`src/rtl/seg7_time_display_pkg.sv`:
```
// Shared constants for the MM.SS seven-segment display: segment encodings,
// digit-slot indices, the 0..59 clamp limit and small conversion helpers.
package seg7_time_display_pkg;

   localparam int DIG_IDX_W = 2;

   localparam logic [DIG_IDX_W-1:0] DIG_SEC_ONES = 2'd0;
   localparam logic [DIG_IDX_W-1:0] DIG_SEC_TENS = 2'd1;
   localparam logic [DIG_IDX_W-1:0] DIG_MIN_ONES = 2'd2;
   localparam logic [DIG_IDX_W-1:0] DIG_MIN_TENS = 2'd3;

   localparam logic [5:0] CLAMP_MAX = 6'd59;

   // Logical (1 = lit) segment patterns, bit order gfedcba
   localparam logic [6:0] SEG_0     = 7'b0111111;
   localparam logic [6:0] SEG_1     = 7'b0000110;
   localparam logic [6:0] SEG_2     = 7'b1011011;
   localparam logic [6:0] SEG_3     = 7'b1001111;
   localparam logic [6:0] SEG_4     = 7'b1100110;
   localparam logic [6:0] SEG_5     = 7'b1101101;
   localparam logic [6:0] SEG_6     = 7'b1111101;
   localparam logic [6:0] SEG_7     = 7'b0000111;
   localparam logic [6:0] SEG_8     = 7'b1111111;
   localparam logic [6:0] SEG_9     = 7'b1101111;
   localparam logic [6:0] SEG_BLANK = 7'b0000000;

   function automatic logic [5:0] clamp59(input logic [5:0] value);
      if (value > CLAMP_MAX) begin
         clamp59 = CLAMP_MAX;
      end else begin
         clamp59 = value;
      end
   endfunction

   function automatic logic [6:0] seg_encode(input logic [3:0] digit);
      case (digit)
         4'd0:    seg_encode = SEG_0;
         4'd1:    seg_encode = SEG_1;
         4'd2:    seg_encode = SEG_2;
         4'd3:    seg_encode = SEG_3;
         4'd4:    seg_encode = SEG_4;
         4'd5:    seg_encode = SEG_5;
         4'd6:    seg_encode = SEG_6;
         4'd7:    seg_encode = SEG_7;
         4'd8:    seg_encode = SEG_8;
         4'd9:    seg_encode = SEG_9;
         default: seg_encode = SEG_BLANK;
      endcase
   endfunction

endpackage

```
`src/rtl/seg7_time_display_if.sv`:
```
// Time-in / display-out bundle between the time counter, this display
// driver and the panel. The master side drives the time and adjust controls.
interface seg7_time_display_if;
   logic [5:0] minutes;
   logic [5:0] seconds;
   logic       adj;
   logic       sel;
   logic [6:0] seg;
   logic       dp;
   logic [3:0] an;

   modport master (
      output minutes, seconds, adj, sel,
      input  seg, dp, an
   );

   modport slave (
      input  minutes, seconds, adj, sel,
      output seg, dp, an
   );
endinterface

```
`src/rtl/seg7_time_display_bin2bcd_59.sv`:
```
// Clamps a 6-bit binary value to 0..59 and splits it into BCD tens/ones
// using a compare/subtract ladder instead of a divider.
module bin2bcd_59
   import seg7_time_display_pkg::*;
(
   input  logic [5:0] value_i,
   output logic [3:0] tens_o,
   output logic [3:0] ones_o
);

   logic [5:0] clamped_s;
   logic [5:0] rem_s;

   // Clamp then subtract the largest multiple of ten that fits
   always_comb begin
      clamped_s = clamp59(value_i);
      if (clamped_s >= 6'd50) begin
         tens_o = 4'd5;
         rem_s  = clamped_s - 6'd50;
      end else if (clamped_s >= 6'd40) begin
         tens_o = 4'd4;
         rem_s  = clamped_s - 6'd40;
      end else if (clamped_s >= 6'd30) begin
         tens_o = 4'd3;
         rem_s  = clamped_s - 6'd30;
      end else if (clamped_s >= 6'd20) begin
         tens_o = 4'd2;
         rem_s  = clamped_s - 6'd20;
      end else if (clamped_s >= 6'd10) begin
         tens_o = 4'd1;
         rem_s  = clamped_s - 6'd10;
      end else begin
         tens_o = 4'd0;
         rem_s  = clamped_s;
      end
      ones_o = 4'(rem_s);
   end

endmodule

```
`src/rtl/seg7_time_display.sv`:
```
// Four-digit multiplexed MM.SS driver with frame-coherent snapshot and
// adjust-mode field blinking. Optional macro: LEADING_ZERO_BLANK_EN.
module seg7_time_display
   import seg7_time_display_pkg::*;
#(
   parameter int unsigned REFRESH_DIV = 32'd100000,
   parameter int unsigned BLINK_DIV   = 32'd25000000,
   parameter bit          ACTIVE_LOW  = 1'b1
) (
   input  logic               clk,
   input  logic               rst,
   seg7_time_display_if.slave tdisp_io
);

   localparam int RW = (REFRESH_DIV > 32'd1) ? $clog2(REFRESH_DIV) : 32'sd1;
   localparam int BW = (BLINK_DIV > 32'd1) ? $clog2(BLINK_DIV) : 32'sd1;

   localparam logic [RW-1:0] REFRESH_LAST = RW'(REFRESH_DIV - 32'd1);
   localparam logic [BW-1:0] BLINK_LAST   = BW'(BLINK_DIV - 32'd1);

   localparam logic [3:0] AN_OFF  = ACTIVE_LOW ? 4'b1111 : 4'b0000;
   localparam logic [6:0] SEG_OFF = ACTIVE_LOW ? 7'b1111111 : 7'b0000000;
   localparam logic       DP_OFF  = ACTIVE_LOW;

   logic [RW-1:0]        refresh_cnt_q, refresh_cnt_d;
   logic [DIG_IDX_W-1:0] dig_idx_q, dig_idx_d;
   logic [BW-1:0]        blink_cnt_q, blink_cnt_d;
   logic                 blink_phase_q, blink_phase_d;
   logic [5:0]           snap_min_q, snap_min_d;
   logic [5:0]           snap_sec_q, snap_sec_d;
   logic                 load_first_q, load_first_d;
   logic [3:0]           an_q, an_d;
   logic [6:0]           seg_q, seg_d;
   logic                 dp_q, dp_d;

   logic       refresh_wrap_s;
   logic [3:0] min_tens_s, min_ones_s, sec_tens_s, sec_ones_s;
   logic [3:0] digit_val_s;
   logic [3:0] an_onehot_s, an_mask_s, an_act_s;
   logic [6:0] seg_act_s;
   logic       dp_act_s;

   bin2bcd_59 u_bcd_min (
      .value_i (snap_min_q),
      .tens_o  (min_tens_s),
      .ones_o  (min_ones_s)
   );

   bin2bcd_59 u_bcd_sec (
      .value_i (snap_sec_q),
      .tens_o  (sec_tens_s),
      .ones_o  (sec_ones_s)
   );

   // Scan, snapshot and blink timing next-state
   always_comb begin
      refresh_wrap_s = (refresh_cnt_q == REFRESH_LAST);
      if (refresh_wrap_s) begin
         refresh_cnt_d = '0;
         dig_idx_d     = dig_idx_q + 2'd1;
      end else begin
         refresh_cnt_d = refresh_cnt_q + RW'(1'b1);
         dig_idx_d     = dig_idx_q;
      end

      // Sample only at frame boundaries so all four digits agree
      if (load_first_q || (refresh_wrap_s && (dig_idx_q == DIG_MIN_TENS))) begin
         snap_min_d   = tdisp_io.minutes;
         snap_sec_d   = tdisp_io.seconds;
         load_first_d = 1'b0;
      end else begin
         snap_min_d   = snap_min_q;
         snap_sec_d   = snap_sec_q;
         load_first_d = load_first_q;
      end

      if (tdisp_io.adj) begin
         if (blink_cnt_q == BLINK_LAST) begin
            blink_cnt_d   = '0;
            blink_phase_d = ~blink_phase_q;
         end else begin
            blink_cnt_d   = blink_cnt_q + BW'(1'b1);
            blink_phase_d = blink_phase_q;
         end
      end else begin
         blink_cnt_d   = '0;
         blink_phase_d = 1'b0;
      end
   end

   // Digit selection, blanking and polarity for the output register
   always_comb begin
      case (dig_idx_q)
         DIG_SEC_ONES: digit_val_s = sec_ones_s;
         DIG_SEC_TENS: digit_val_s = sec_tens_s;
         DIG_MIN_ONES: digit_val_s = min_ones_s;
         DIG_MIN_TENS: digit_val_s = min_tens_s;
         default:      digit_val_s = 4'd0;
      endcase

      an_onehot_s = 4'b0001 << dig_idx_q;

      if (tdisp_io.adj && blink_phase_q) begin
         if (tdisp_io.sel) begin
            an_mask_s = 4'b0011;
         end else begin
            an_mask_s = 4'b1100;
         end
      end else begin
         an_mask_s = 4'b0000;
      end
`ifdef LEADING_ZERO_BLANK_EN
      if (min_tens_s == 4'd0) begin
         an_mask_s[DIG_MIN_TENS] = 1'b1;
      end else begin
         an_mask_s = an_mask_s;
      end
`endif

      an_act_s = an_onehot_s & ~an_mask_s;
      if (an_act_s != 4'b0000) begin
         seg_act_s = seg_encode(digit_val_s);
      end else begin
         seg_act_s = SEG_BLANK;
      end
      dp_act_s = an_act_s[DIG_MIN_ONES];

      if (ACTIVE_LOW) begin
         an_d  = ~an_act_s;
         seg_d = ~seg_act_s;
         dp_d  = ~dp_act_s;
      end else begin
         an_d  = an_act_s;
         seg_d = seg_act_s;
         dp_d  = dp_act_s;
      end
   end

   // State and output registers with synchronous reset
   always_ff @(posedge clk) begin
      if (rst) begin
         refresh_cnt_q <= '0;
         dig_idx_q     <= DIG_SEC_ONES;
         blink_cnt_q   <= '0;
         blink_phase_q <= 1'b0;
         snap_min_q    <= 6'd0;
         snap_sec_q    <= 6'd0;
         load_first_q  <= 1'b1;
         an_q          <= AN_OFF;
         seg_q         <= SEG_OFF;
         dp_q          <= DP_OFF;
      end else begin
         refresh_cnt_q <= refresh_cnt_d;
         dig_idx_q     <= dig_idx_d;
         blink_cnt_q   <= blink_cnt_d;
         blink_phase_q <= blink_phase_d;
         snap_min_q    <= snap_min_d;
         snap_sec_q    <= snap_sec_d;
         load_first_q  <= load_first_d;
         an_q          <= an_d;
         seg_q         <= seg_d;
         dp_q          <= dp_d;
      end
   end

   assign tdisp_io.an  = an_q;
   assign tdisp_io.seg = seg_q;
   assign tdisp_io.dp  = dp_q;

endmodule
```
`src/flat_wrapper.sv`:
```
// flat-port wrapper written by rule: the top's interface ports become plain ports
module seg7_time_display_flat import seg7_time_display_pkg::*;
#(
   parameter int unsigned REFRESH_DIV = 32'd100000,
   parameter int unsigned BLINK_DIV   = 32'd25000000,
   parameter bit          ACTIVE_LOW  = 1'b1
)
  (clk, rst, tdisp_io_minutes, tdisp_io_seconds, tdisp_io_adj, tdisp_io_sel, tdisp_io_seg, tdisp_io_dp, tdisp_io_an);
  seg7_time_display_if tdisp_io_i ();
  input  logic clk;
  input  logic rst;
  input wire logic [$bits(tdisp_io_i.minutes)-1:0] tdisp_io_minutes;
  input wire logic [$bits(tdisp_io_i.seconds)-1:0] tdisp_io_seconds;
  input wire logic [$bits(tdisp_io_i.adj)-1:0] tdisp_io_adj;
  input wire logic [$bits(tdisp_io_i.sel)-1:0] tdisp_io_sel;
  output wire logic [$bits(tdisp_io_i.seg)-1:0] tdisp_io_seg;
  output wire logic [$bits(tdisp_io_i.dp)-1:0] tdisp_io_dp;
  output wire logic [$bits(tdisp_io_i.an)-1:0] tdisp_io_an;
  assign tdisp_io_i.minutes = tdisp_io_minutes;
  assign tdisp_io_i.seconds = tdisp_io_seconds;
  assign tdisp_io_i.adj = tdisp_io_adj;
  assign tdisp_io_i.sel = tdisp_io_sel;
  assign tdisp_io_seg = tdisp_io_i.seg;
  assign tdisp_io_dp = tdisp_io_i.dp;
  assign tdisp_io_an = tdisp_io_i.an;
  seg7_time_display #(.REFRESH_DIV(REFRESH_DIV), .BLINK_DIV(BLINK_DIV), .ACTIVE_LOW(ACTIVE_LOW)) u_core (.clk(clk), .rst(rst), .tdisp_io(tdisp_io_i));
endmodule
```
`config.mk`:
```
export PLATFORM = sky130hd
export DESIGN_NAME = seg7_time_display_flat
export DESIGN_NICKNAME = d
export VERILOG_FILES = /design/src/rtl/seg7_time_display_pkg.sv /design/src/rtl/seg7_time_display_if.sv /design/src/rtl/seg7_time_display_bin2bcd_59.sv /design/src/rtl/seg7_time_display.sv /design/src/flat_wrapper.sv
export SDC_FILE = /design/constraint.sdc
export NUM_CORES = 1
export LEC_CHECK = 0
export BUFFER_PORTS_ARGS = -buffer_cell sky130_fd_sc_hd__buf_2
export CORE_UTILIZATION = 55
export DETAILED_ROUTE_END_ITERATION = 6
export GPL_TIMING_DRIVEN = 0
export PLACE_DENSITY = 0.85
export SKIP_CTS_REPAIR_TIMING = 1
export SLEW_MARGIN = 20
export SYNTH_ARGS = -nofsm -noshare
export SYNTH_HDL_FRONTEND = slang
export SYNTH_HIERARCHICAL = 1
export SYNTH_SLANG_ARGS = --single-unit
```
`constraint.sdc`:
```
create_clock -name clk -period 6.35 [get_ports clk]
set_input_delay 0.9525 -clock clk [delete_from_list [all_inputs] [get_ports clk]]
set_output_delay 0.9525 -clock clk [all_outputs]
set_load 0.02 [all_outputs]
```
# Yosys cells after proc, flatten, opt, wreduce, memory -nomap -nowiden
# Memories as Yosys holds them, arrays and structs flattened.
# Index checks and enable logic that the tools add are counted.
dict set report totals {
  output_inout_bits 12
  latch_bits 0
  wordCells 83
  mem_count 1
  mem_bits_ro 112
  input_bits 16
  mem_bits_rw 0
  ff_bits 70
}
dict set report classes {
  shifts 1
  magnitude_cmp 12
  div_mod_pow 0
  n_reduce_logical 8
  n_eq_ne 5
  bitwise 7
  multipliers 0
  add_sub_neg 13
  mux 26
}
# memory depth word_bits rd rd_ports_with_merged_regs wr line
set memory_table {}
lappend memory_table {{(name not given)} 16 7 1 0 0 seg7_time_display_pkg.sv:36} ;# case (digit)
# cell n
set op_table {}
lappend op_table {{two-way mux 4 bit} 12}
lappend op_table {{adder 25 x 1 -> 25 bit, second input constant} 1}
lappend op_table {{== test 25 bit, second input constant} 1}
lappend op_table {{greater-or-equal comparator 6 x 5 -> 1 bit, second input constant} 4}
lappend op_table {{greater-or-equal comparator 6 bit, second input constant} 4}
lappend op_table {{subtractor 4 bit, second input constant} 6}
lappend op_table {{adder 17 x 1 -> 17 bit, second input constant} 1}
lappend op_table {{== test 17 bit, second input constant} 1}
lappend op_table {{one-hot mux 4 bit (4 select lines)} 1}
lappend op_table {{greater-or-equal comparator 6 x 4 -> 1 bit, second input constant} 2}
lappend op_table {{> comparator 6 bit, second input constant} 2}
lappend op_table {{two-way mux 3 bit} 4}
lappend op_table {{two-way mux 6 bit} 2}
lappend op_table {{two-way mux 2 bit} 4}
lappend op_table {{NOT 4 bit} 2}
lappend op_table {{subtractor 4 x 2 -> 4 bit, second input constant} 2}
lappend op_table {{subtractor 4 x 3 -> 4 bit, second input constant} 2}
lappend op_table {{two-way mux 7 bit} 1}
lappend op_table {{NOT 7 bit} 1}
lappend op_table {{AND 4 bit} 1}
lappend op_table {{== test 2 bit, second input constant} 2}
lappend op_table {{nonzero test 4 bit} 1}
lappend op_table {{OR reduction 2 bit} 2}
lappend op_table {{left shift 1 x 2 -> 4 bit, first input constant} 1}
lappend op_table {{8 further kinds} 12}

# Longest topological paths before layout
# An unclocked memory read counts as a cell.
dict set report logic_depth {
  word_depth 12
  depth_mapped 16
  depth_no_buf 15
}

# By module
# Netlist, hierarchy kept.
# mod cells_each instances area_each_um2
set by_module_without_submodules {}
lappend by_module_without_submodules {seg7_time_display 412 1 3468.3}
lappend by_module_without_submodules {bin2bcd_59 56 2 409.1}

# Least setup slack after synthesis
# Ideal clock, no wire load.
dict set report synth_path {
  path_type {register to register}
  startpoint {register u_core.snap_min_q[4]}
  endpoint {register u_core.seg_q[4], in the netlist u_core/tdisp_io.seg[4]}
  arrival_time_ns 3.089
  setup_slack_ns 3.204
  n_path_buf 1
  stages_incl_launch_ff 16
  period_less_slack_ns 3.146
  cell_sequence {dfxtp_1 > buf_2 > a41oi_1 > inv_1 > ha_1 > nand2b_1 > a21oi_1 > a211o_2 > xnor2_2 > a222oi_1 > a21oi_1 > inv_1 > ha_1 > a211o_1 > o211ai_1 > a21bo_2}
}
dict set report synth_between {
  elab_chain_len 12
  word_cells_on_any_way 26
  classes_between {add/sub (5); order compare (6); mux (13); bitwise (1); memory (1)}
}
# item line
set synth_rtl {}
lappend synth_rtl {{from (decl)} seg7_time_display.sv:29} ;# logic [5:0] snap_min_q, snap_min_d;
lappend synth_rtl {{from (signal assigned)} seg7_time_display.sv:157} ;# snap_min_q <= snap_min_d;
lappend synth_rtl {{> comparator 6 bit} seg7_time_display_pkg.sv:28} ;# if (value > CLAMP_MAX) begin
lappend synth_rtl {{two-way mux 6 bit (*)} seg7_time_display_pkg.sv:28}
lappend synth_rtl {{greater-or-equal comparator 6 x 4 -> 1 bit} seg7_time_display_bin2bcd_59.sv:29} ;# end else if (clamped_s >= 6'd10) begin
lappend synth_rtl {{two-way mux 1 bit} seg7_time_display_bin2bcd_59.sv:29}
lappend synth_rtl {{two-way mux 2 bit} seg7_time_display_bin2bcd_59.sv:26} ;# end else if (clamped_s >= 6'd20) begin
lappend synth_rtl {{two-way mux 2 bit} seg7_time_display_bin2bcd_59.sv:23} ;# end else if (clamped_s >= 6'd30) begin
lappend synth_rtl {{two-way mux 3 bit} seg7_time_display_bin2bcd_59.sv:20} ;# end else if (clamped_s >= 6'd40) begin
lappend synth_rtl {{two-way mux 3 bit (*)} seg7_time_display_bin2bcd_59.sv:17} ;# if (clamped_s >= 6'd50) begin
lappend synth_rtl {{via u_core.min_tens_s[0]} seg7_time_display.sv:37} ;# logic [3:0] min_tens_s, min_ones_s, sec_tens_s, sec_ones_s;
lappend synth_rtl {{one-hot mux 4 bit (4 select lines) (*)} seg7_time_display.sv:93} ;# case (dig_idx_q)
lappend synth_rtl {{memory read (16 x 7 bit) (*)} -}
lappend synth_rtl {{two-way mux 7 bit (*)} seg7_time_display.sv:121} ;# if (an_act_s != 4'b0000) begin
lappend synth_rtl {{NOT 7 bit (*)} seg7_time_display.sv:130} ;# seg_d = ~seg_act_s;
lappend synth_rtl {{to (signal assigned)} seg7_time_display.sv:161} ;# seg_q <= seg_d;
lappend synth_rtl {{to (decl)} seg7_time_display.sv:33} ;# logic [6:0] seg_q, seg_d;
# Mark *: on every way through the listed nets, which the timed path passes. The rest lies on a longest branch.
# A chain may end at the register's enable or synchronous reset.

# Final worst setup path
dict set report layout_path {
  startpoint {register u_core.snap_min_q[3]}
  endpoint {register u_core.seg_q[6], in the netlist u_core/tdisp_io.seg[6]}
}
dict set report layout_between {
  elab_chain_len 12
  word_cells_on_any_way 26
  classes_between {add/sub (5); order compare (6); mux (13); bitwise (1); memory (1)}
}
# item line
set layout_rtl {}
lappend layout_rtl {{> comparator 6 bit} seg7_time_display_pkg.sv:28}
lappend layout_rtl {{two-way mux 6 bit (*)} seg7_time_display_pkg.sv:28}
lappend layout_rtl {{greater-or-equal comparator 6 x 4 -> 1 bit or subtractor 4 bit (tied branches)} {seg7_time_display_bin2bcd_59.sv:29, seg7_time_display_bin2bcd_59.sv:31}}
lappend layout_rtl {{two-way mux 4 bit} seg7_time_display_bin2bcd_59.sv:29}
lappend layout_rtl {{two-way mux 4 bit} seg7_time_display_bin2bcd_59.sv:26}
lappend layout_rtl {{two-way mux 4 bit} seg7_time_display_bin2bcd_59.sv:23}
lappend layout_rtl {{two-way mux 4 bit} seg7_time_display_bin2bcd_59.sv:20}
lappend layout_rtl {{two-way mux 4 bit (*)} seg7_time_display_bin2bcd_59.sv:17}
lappend layout_rtl {{via u_core.min_ones_s[2]} seg7_time_display.sv:37}
lappend layout_rtl {{one-hot mux 4 bit (4 select lines) (*)} seg7_time_display.sv:93}
lappend layout_rtl {{memory read (16 x 7 bit) (*)} -}
lappend layout_rtl {{two-way mux 7 bit (*)} seg7_time_display.sv:121}
lappend layout_rtl {{NOT 7 bit (*)} seg7_time_display.sv:130}
# Marks and branches as above.

==> impl_metrics.env <==
export IMPL_postRouteAntennaNets=0
export IMPL_path_cells="clkbuf_1 -> a41oi_1 -> inv_1 -> ha_1 -> nand2b_1 -> a21oi_1 -> a2111o_1 -> o2111ai_1 -> a222oi_1 -> mux2i_1 -> nor3b_1 -> a22oi_1"
export IMPL_pin_count=28
export IMPL_drive_gt1_share_pct=12.4
export IMPL_crit_path_end_kind="flip-flop"
export IMPL_min_period_ns=3.96
export IMPL_initial_core_util_pct=57.9
export IMPL_synth_cells=524
export IMPL_grt_pass1_vias=3901
export IMPL_path_depth=12
export IMPL_total_power_mw=1.04
export IMPL_max_freq_mhz=252
export IMPL_core_um2=7410
export IMPL_tightest_slew_ns=0.654
export IMPL_ys_warn_count=6
export IMPL_pwr_share_seq_pct=45.3
export IMPL_drc=0
export IMPL_p_sw_share_pct=29.2
export IMPL_startpoint="u_core/snap_min_q[3]$_SDFFE_PP0P_"
export IMPL_fill_cells=639
export IMPL_fin_nets=598
export IMPL_die_h_um=90.3
export IMPL_globalRouteOverflowTotal=0
export IMPL_internal_power_mw=0.740
export IMPL_reg2reg_setup_slack_ns=2.39
export IMPL_rr_worst_depth=12
export IMPL_cp_top_family="compound AO/OA/AOI/OAI gates"
export IMPL_antenna_cells=0
export IMPL_synth_cell_types=65
export IMPL_finalSetupViolations=0
export IMPL_r2r_end="u_core/tdisp_io.seg[6]$_SDFF_PP1_"
export IMPL_p_leak_nw=1.78
export IMPL_crit_buf_inv=2
export IMPL_synth_fp_nets=560
export IMPL_syn_area_um2=4290
export IMPL_slew_headroom_pct=55.8
export IMPL_switchingPower_mw=0.305
export IMPL_dr_pass1_iters=6
export IMPL_path_class="flip-flop to flip-flop"
export IMPL_skew_ns=0.00903
export IMPL_fin_tns_setup_ns=0
export IMPL_crit_end="u_core/tdisp_io.seg[6]$_SDFF_PP1_"
export IMPL_maxSlewViolCount=0
export IMPL_place_gp_congestion=0.879
export IMPL_clk_latency_ns=0.35
export IMPL_dieArea_um2=8150
export IMPL_clockRootBuffer="clkbuf_8"
export IMPL_grt_first_pass_wirelength_um=17500
export IMPL_synth_avg_cell_area_um2=8.18
export IMPL_synthArstFlopShare_pct=0
export IMPL_place_inst=650
export IMPL_timing_final_crit_share_pct=62.4
export IMPL_final_cell_count_no_fill=665
export IMPL_status="complete, no violations"
export IMPL_hold_viol_final=0
export IMPL_track_usage_pct=26.2
export IMPL_hold_path_class="flip-flop to flip-flop"
export IMPL_maxCapViolCount=0
export IMPL_routed_wl_um=10400
export IMPL_drt_initial_drc_count=350
export IMPL_numPortBuffers=27
export IMPL_clkPwrFrac_pct=34.5
export IMPL_rsz0062_at_grt="no"
export IMPL_p_comb_share_pct=20.2
export IMPL_r2r_start="u_core/snap_min_q[3]$_SDFFE_PP0P_"
export IMPL_startpoint_type="flip-flop"
export IMPL_htree_num_levels=3
export IMPL_dp_hpwl_um=7460
export IMPL_vias_per_cell=6.23
export IMPL_crit_slowest_cell="nor3b_1"
export IMPL_antenna_found_initial=0
export IMPL_synth_ff_type="dfxtp_1"
export IMPL_vias=4140
export IMPL_critical_path_required_ns=6.56
export IMPL_peakVddDrop_mv=0.175
export IMPL_row_count=31
export IMPL_critPathMaxStageDelay_ns=0.55
export IMPL_clock_sinks=69
export IMPL_holdCritStartpoint="u_core/refresh_cnt_q[0]$_SDFF_PP0_"
export IMPL_wire_per_inst_um=15.6
export IMPL_clkTransAtPathRegs_ns=0.07
export IMPL_synth_seq_area_share_pct=32.2
export IMPL_cts_made_buffers=9
export IMPL_worstPathArrival_ns=4.17
export IMPL_clockBufferDepth=2
export IMPL_cts_tree="built"
export IMPL_synth_edf_count=0
export IMPL_die_w_um=90.3
export IMPL_p_per_area_nw_per_um2=220
export IMPL_area_growth_pct=10.7
export IMPL_cp_max_fo=10
export IMPL_yosys_register_bits=69
export IMPL_grt_max_degree=12
-- placed cells by master, fill, tap and decap left out, types with 4 or more instances in the layout --
| cell type | n |
|---|---|
| a21oi_1 | 28 |
| a31oi_1 | 12 |
| and3_1 | 15 |
| and4_1 | 5 |
| buf_2 | 32 |
| buf_4 | 5 |
| clkbuf_1 | 23 |
| clkbuf_8 | 11 |
| dfxtp_1 | 69 |
| ha_1 | 20 |
| inv_1 | 24 |
| nand2_1 | 46 |
| nand2b_1 | 4 |
| nand3_1 | 28 |
| nand3b_1 | 5 |
| nand4_1 | 13 |
| nor2_1 | 37 |
| nor2b_1 | 8 |
| nor3_1 | 6 |
| o2111ai_1 | 14 |
| o21a_1 | 6 |
| o21ai_0 | 18 |
| o31ai_1 | 8 |
| or2b_1 | 4 |
| or3_1 | 10 |
| or4_1 | 18 |
| xnor2_1 | 8 |
| xor2_1 | 16 |
-- flip-flops by register name, summed over array words and instances (netlist names) --
register / cells
u_core/blink_cnt_q: 25
u_core/blink_phase_q: 1
u_core/dig_idx_q: 2
u_core/load_first_q: 1
u_core/refresh_cnt_q: 17
u_core/snap_min_q: 6
u_core/snap_sec_q: 6
u_core/tdisp_io.an: 4
u_core/tdisp_io.seg: 7
-- Yosys cell counts (6+ instances only) --
master,count,share of area [%]
ha_1,20,5.8
dfxtp_1,69,32
and3_1,15,2.2
nand4_1,13,1.9
xor2_1,16,3.3
nand2_1,46,4.0
a31oi_1,12,1.8
xnor2_1,8,1.6
nor2b_1,8,1.2
nand3_1,28,3.3
or4_1,18,3.2
or3_1,10,1.5
nor3_1,6,0.70
a21oi_1,28,3.3
o31ai_1,8,1.4
o21a_1,6,1.1
inv_1,24,2.1
nor2_1,37,3.2
o21ai_0,18,2.1
clkbuf_1,23,2.0
o2111ai_1,14,2.9
-- layer usage --
metal / vias up / share of wire [%] / track usage (%)
met5: - / 0 / 0
met4: 0 / 2.6 / 13.3
met3: 24 / 4.7 / 4.80
met2: 132 / 50 / 47.2
met1: 1969 / 42 / 29.5
li1: 2015 / - / -
-- kinds of logic (layout without fill, tap and decap cells) --
group,after synthesis,in the layout,synth area share [%]
compound gates,131,131,21.9
mux,2,2,0.496
xor+xnor,26,26,5.66
buf+inv,58,100,5.84
other cells,2,2,0.175
flops,69,69,32.2
simple gates,216,216,27.9
fa+ha+maj,20,20,5.84
-- worst min-delay path by stage --
stage          cells after the start                                 end  slack [ns]
3_3_place_gp                       1  u_core/refresh_cnt_q[0]$_SDFF_PP0_        0.44
6_report                           1  u_core/refresh_cnt_q[0]$_SDFF_PP0_        0.47
5_1_grt                            2   u_core/blink_cnt_q[22]$_SDFF_PP0_        0.50
2_1_floorplan                      1  u_core/refresh_cnt_q[0]$_SDFF_PP0_        0.43
4_1_cts                            1  u_core/refresh_cnt_q[0]$_SDFF_PP0_        0.48
3_5_place_dp                       1  u_core/refresh_cnt_q[0]$_SDFF_PP0_        0.46
-- power groups by stage --
stage	registers [mW]	clock network, mW	logic, mW
finish	0.473	0.360	0.211
global route	0.477	0.386	0.231
global placement	0.482	0	0.201
CTS	0.473	0.366	0.208
detailed placement	0.483	0	0.207
floorplan	0.494	0	0.142
-- per-stage QoR --
step	utilization [%]	cell area [um^2]	hold slack [ns]	setup WS, ns
floorplan	-	4290	0.426	3.20
global placement	61.4	4550	0.440	2.69
detailed placement	61.4	4550	0.461	2.54
CTS	64.0	4740	0.478	2.51
global route	64.0	4740	0.499	2.16
finish	64.0	4740	0.467	2.39
-- area by class of cell --
cell class              count  area (um^2)  share of cell area (%)
plain buffers              34          160                    3.38
multi-input cells         397         2660                    56.0
clock inverters             4         47.5                    1.00
well taps                  99          124                    2.61
inverters                  24         90.1                    1.90
clock buffers              11          151                    3.19
flip-flops and latches     69         1380                    29.1
repair buffers             27          135                    2.85
Note: power is estimated with default switching activity, not from simulation.
